<file path="config.mk">
export PLATFORM = sky130hd
export DESIGN_NAME = led_share_arbiter
export DESIGN_NICKNAME = d
export VERILOG_FILES = /design/src/rtl/led_share_arbiter.sv
export SDC_FILE = /design/constraint.sdc
export NUM_CORES = 1
export LEC_CHECK = 0
export ABC_CLOCK_PERIOD_IN_PS = 3500
export CAP_MARGIN = 20
export CORE_MARGIN = 1
export CORE_UTILIZATION = 51
export DETAILED_ROUTE_END_ITERATION = 7
export GPL_TIMING_DRIVEN = 0
export HOLD_SLACK_MARGIN = 0.12
export MAX_ROUTING_LAYER = met4
export PLACE_DENSITY = 0.83
export SYNTH_ARGS = -nofsm -noshare
export SYNTH_HDL_FRONTEND = slang
export SYNTH_SLANG_ARGS = --single-unit
export TNS_END_PERCENT = 100
</file>
<file path="constraint.sdc">
create_clock -name CLK_i -period 3.5 [get_ports CLK_i]
set_input_delay 0.7 -clock CLK_i [delete_from_list [all_inputs] [get_ports CLK_i]]
set_output_delay 0.7 -clock CLK_i [all_outputs]
set_load 0.01 [all_outputs]
</file>
<file path="src/rtl/led_share_arbiter.sv">
// rtl/led_share_arbiter.sv - round-robin LED bank arbiter with minimum dwell and blank switch cycle
// Optional macro LED_ARB_PRIORITY_EN: requester 0 is high priority and preempts without dwell.
module led_share_arbiter #(
  parameter int                  CLK_FREQ     = 300_000_000,
  parameter int                  LED_NUM      = 8,
  parameter int                  REQ_NUM      = 4,
  parameter int                  DWELL_MS     = 500,
  parameter logic [LED_NUM-1:0]  IDLE_PATTERN = '0
) (
  input  logic                       CLK_i,
  input  logic                       RSTn_i,
  input  logic [REQ_NUM-1:0]         REQ_i,
  input  logic [REQ_NUM*LED_NUM-1:0] PAT_i,
  output logic [REQ_NUM-1:0]         GNT_o,
  output logic [LED_NUM-1:0]         LED_o,
  output logic                       BUSY_o
);

  localparam int TICK_DIV = CLK_FREQ / 1000;
  localparam int PS_W     = (TICK_DIV > 1) ? $clog2(TICK_DIV) : 1;
  localparam int DW_W     = (DWELL_MS > 0) ? $clog2(DWELL_MS + 1) : 1;
  localparam int PTR_W    = $clog2(REQ_NUM);

  typedef enum logic [1:0] {S_IDLE, S_GRANT, S_SWITCH} state_t;

  state_t             state_q;
  logic [PTR_W-1:0]   owner_q;
  logic [PTR_W-1:0]   rr_ptr_q;
  logic [PS_W-1:0]    prescaler_q;
  logic [PS_W-1:0]    prescaler_d;
  logic [DW_W-1:0]    dwell_q;
  logic [DW_W-1:0]    dwell_d;

  logic               win_found;
  logic [PTR_W-1:0]   win_idx;
  logic [PTR_W:0]     cand;
  logic               tick;
  logic               dwell_done;
  logic               owner_req;
  logic               other_req;
  logic               preempt;
  logic [PTR_W-1:0]   next_ptr;
  logic [LED_NUM-1:0] owner_pat;

  // Rotating search starting at rr_ptr_q; first requester found wins.
  always_comb begin
    win_found = 1'b0;
    win_idx   = '0;
    cand      = '0;
    for (int i = REQ_NUM - 1; i >= 0; i--) begin
      cand = {1'b0, rr_ptr_q} + (PTR_W+1)'(i);
      if (cand >= (PTR_W+1)'(REQ_NUM))
        cand = cand - (PTR_W+1)'(REQ_NUM);
      if (REQ_i[cand[PTR_W-1:0]]) begin
        win_found = 1'b1;
        win_idx   = cand[PTR_W-1:0];
      end
    end
`ifdef LED_ARB_PRIORITY_EN
    if (REQ_i[0]) begin
      win_found = 1'b1;
      win_idx   = '0;
    end
`endif
  end

  always_comb begin
    tick        = (prescaler_q == PS_W'(TICK_DIV - 1));
    prescaler_d = tick ? '0 : prescaler_q + PS_W'(1);
    dwell_done  = (dwell_q == DW_W'(DWELL_MS));
    dwell_d     = (tick && !dwell_done) ? dwell_q + DW_W'(1) : dwell_q;
    owner_req   = REQ_i[owner_q];
    other_req   = |(REQ_i & ~(REQ_NUM'(1) << owner_q));
    preempt     = dwell_done && other_req;
`ifdef LED_ARB_PRIORITY_EN
    if (owner_q != '0 && REQ_i[0])
      preempt = 1'b1;
`endif
    next_ptr    = (owner_q == PTR_W'(REQ_NUM - 1)) ? '0 : owner_q + PTR_W'(1);
    owner_pat   = PAT_i[int'(owner_q)*LED_NUM +: LED_NUM];
  end

  always_ff @(posedge CLK_i) begin
    if (!RSTn_i) begin
      state_q     <= S_IDLE;
      owner_q     <= '0;
      rr_ptr_q    <= '0;
      prescaler_q <= '0;
      dwell_q     <= '0;
      GNT_o       <= '0;
      LED_o       <= IDLE_PATTERN;
      BUSY_o      <= 1'b0;
    end else begin
      case (state_q)
        S_IDLE, S_SWITCH: begin
          LED_o <= IDLE_PATTERN;
          if (win_found) begin
            state_q     <= S_GRANT;
            owner_q     <= win_idx;
            GNT_o       <= REQ_NUM'(1) << win_idx;
            BUSY_o      <= 1'b1;
            prescaler_q <= '0;
            dwell_q     <= '0;
          end else begin
            state_q <= S_IDLE;
            GNT_o   <= '0;
            BUSY_o  <= 1'b0;
          end
        end
        S_GRANT: begin
          // Release wins over preempt; both take the same blank-cycle path.
          if (!owner_req || preempt) begin
            state_q <= S_SWITCH;
            GNT_o   <= '0;
            BUSY_o  <= 1'b0;
            LED_o   <= IDLE_PATTERN;
`ifdef LED_ARB_PRIORITY_EN
            if (owner_q != '0)
              rr_ptr_q <= next_ptr;
`else
            rr_ptr_q <= next_ptr;
`endif
          end else begin
            LED_o       <= owner_pat;
            prescaler_q <= prescaler_d;
            dwell_q     <= dwell_d;
          end
        end
        default: begin
          state_q <= S_IDLE;
          GNT_o   <= '0;
          BUSY_o  <= 1'b0;
          LED_o   <= IDLE_PATTERN;
        end
      endcase
    end
  end

endmodule

</file>
==> run_results.csv <==
group,metric,value,unit
timing,period_share,0.9198,
route,vias_per_cell,5.841,
place,port_buffers,50,
floorplanning,die_height,72.66,µm
finish,syn_to_final_growth,27.22,%
cts,worstSkewPairLatency,300,ps
finish,final_cells,409,
route,wl,6.319,mm
floorplanning,coreArea,4755,µm²
power_and_ir_drop,p_sw,0.3201,mW
timing,finalHoldWorstSlack,493.5,ps
min_path,hold_path.class,"register to register",
floorplanning,die_area,5279,µm²
floorplanning,ios,51,
floorplanning,rows,25,
cts,cts.sinks,46,
outcome,outcome,"completed",
power_and_ir_drop,pwr-share-seq,0.465,
finish,n_antenna_cell,0,
cts,htree_levels,2,
finish,drive_gt1_frac,0.09942,
route,via_count,2389,
grt,grt_max_degree,15,
cts,cts_tree,"built",
power_and_ir_drop,p_sw_frac,0.2714,
synthesis,ys_seq_area_frac,0.3617,
flow_run,drv_cap,0,
power_and_ir_drop,total_leakage_power,1.086,nW
timing,tightest_slew,757.3,ps
grt,antenna_found_initial,0,
route,dr.pass1.iters,4,
grt,grt_pass1_vias,2324,
finish,final_common_cell,"clkdlybuf4s50_1",
min_path,whs_path_depth,2,
timing,fmax,0.3106,GHz
cts,clk_pin_slew,90,ps
power_and_ir_drop,ir_drop,0.1881,mV
synthesis,async_flop_share,0,
synthesis,synth_edf_count,0,
power_and_ir_drop,p_total,1.179,mW
grt,grt_usage,0.2663,
timing,max-slew-margin-rel,0.4917,
route,drt_iter0_drc,133,
synthesis,synthesis.area,2546,µm²
cts,cts_resized,0,
place,place.detailed.hpwl,4.549,mm
grt,overflow,0,
place,place.gp.congestion,0.9009,
floorplanning,fp.dieW,72.66,µm
finish,final_cell_mix,"clkdlybuf4s50_1, dfxtp_1, nand2_1",
power_and_ir_drop,power_frac_clock,0.341,
setup_path,worstSetupPathType,"register to register",
setup_path,critPathRequiredTime,3740,ps
power_and_ir_drop,power_density,364.1,nW/µm²
cts,cts_root_buffer,"clkbuf_8",
setup_path,worstPathArrival,3460,ps
timing,setup_ws,280.7,ps
synthesis,synthTopCellsByArea,"dfxtp_1, mux4_2, a21oi_1, nand2_1, ha_1",
synthesis,synthCells,284,
synthesis,synthFlopType,"dfxtp_1",
synthesis,syn_area_per_cell,8.965,µm²
timing,fin_setup_tns,0,ps
setup_path,critical-path-max-stage-delay,610,ps
timing,slew_violations,0,
timing,min_period,3219,ps
power_and_ir_drop,p_int,0.8594,mW
cts,cts_buffers,5,
synthesis,ys_warn_count,0,
timing,grt_setup_unrepaired,"false",
synthesis,yosys.area.top_type_share,0.3617,
synthesis,ys_types,55,
synthesis,synth-seq-cells,46,
setup_path,crit_fanout,10,
route,drtAntennaViolNets,0,
cts,hold_buffers,0,
floorplanning,start_util,0.5355,
synthesis,synth_top_cell_by_area,"dfxtp_1",
timing,hold_violations,0,
setup_path,endpoint_kind,"register",
grt,grt_pass1_wl,10.67,mm
place,place_inst,401,
power_and_ir_drop,p_comb_frac,0.194,
cts,post_cts_buffers,0,
finish,nets,386,
setup_path,start_kind,"register",
synthesis,syn_nets,329,
cts,clockBufferDepth,2,
place,place_ws,152.9,ps
setup_path,worstRegToRegCells,10,
timing,setup_viol,0,
route,routedWlPerCell,15.45,µm
timing,fin_skew,4.856,ps
setup_path,slowest_stage,"buf_1",
setup_path,crit_path_cell_trace,"buf_1 > inv_1 > ha_1 > nand2b_1 > o2111ai_1 > a2111oi_4 > nor2_2 > clkbuf_1 > o21ai_0 > a21oi_1",
route,drc,0,
metal layers:
layer	vias up	part of all wire	track usage
li1	1175	-	-
met1	1126	0.45	0.3130
met2	74	0.48	0.4590
met3	14	0.056	0.05110
met4	0	0.013	0.08497
met5	-	0	-
metrics by stage:
| step | cell area (µm²) | utilization |
|---|---|---|
| floorplan | 2546 | - |
| global placement | 3131 | 0.6584 |
| detailed placement | 3131 | 0.6584 |
| CTS | 3239 | 0.6813 |
| global route | 3239 | 0.6813 |
| finish | 3239 | 0.6813 |
final cells by class:
class                   instances  area (µm²)
plain buffers                  13       65.06
clock buffers                   5       68.82
clock inverters                 3       40.04
fillers                       411        1515
inverters                      10       37.54
multi-input cells             215        1523
flip-flops and latches         46       920.9
well taps                      67       83.83
repair buffers                 50       500.5
worst max-delay path: cells and delay by family (launching register included):
family,cells,cell delay (ps)
DFF,1,470
AOI/OAI and AO/OA,4,770
adders and majority gates,1,230
and+or+nand+nor,2,500
buffers and inverters,3,1170
state kept, by name (all words and copies together), names as in the netlist:
name	cells
dwell_q	9
LED_o	8
prescaler_q	19
owner_q	2
rr_ptr_q	2
BUSY_o	1
state_q	1
GNT_o	4
power by group through the flow:
stage / Clock, mW / Sequential [mW] / Combinational [mW]
2_1_floorplan: 0 / 0.562 / 0.126
3_3_place_gp: 0 / 0.560 / 0.221
3_5_place_dp: 0 / 0.561 / 0.226
4_1_cts: 0.406 / 0.548 / 0.228
5_1_grt: 0.421 / 0.551 / 0.248
6_report: 0.403 / 0.548 / 0.228
Yosys cell counts, drive strengths merged, types with 2 or more instances:
cell type and n:
nor2b 10, nor4 4, dfxtp 46, nor3 3
nor2 17, and3 13, xnor2 6, ha 7
nor4b 2, nand2b 6, buf 6, o21ai 14
o31ai 6, or4 8, nand2 25, a211oi 5
nand4 4, nand3 10, inv 10, or2 3
o211ai 5, mux4 8, a22oi 4, a21oi 21
and4 3, nand4b 4, and2 3, clkbuf 7
or3 4, a21boi 5, o21a 2
cell families (layout without fill, tap and decap cells):
| logic type | after synthesis | count (layout) | share of synthesized area |
|---|---|---|---|
| DFF | 46 | 46 | 0.3617 |
| adders and majority gates | 7 | 7 | 0.03440 |
| muxes | 9 | 9 | 0.07469 |
| xor gates and xnor gates | 6 | 6 | 0.02064 |
| and+or+nand+nor | 121 | 121 | 0.2771 |
| buffers and inverters | 23 | 81 | 0.04029 |
| AOI/OAI and AO/OA | 72 | 72 | 0.1912 |
worst paths after layout:
kind | startpoint | end | slack (ps)
setup reg to reg | owner_q[0] | prescaler_q[3] | 280
setup / recovery | owner_q[0] | prescaler_q[3] | 280
hold / removal | dwell_q[7] | dwell_q[7] | 490
hold reg to reg | dwell_q[7] | dwell_q[7] | 490
No activity file was read; power rests on OpenSTA's default activity.
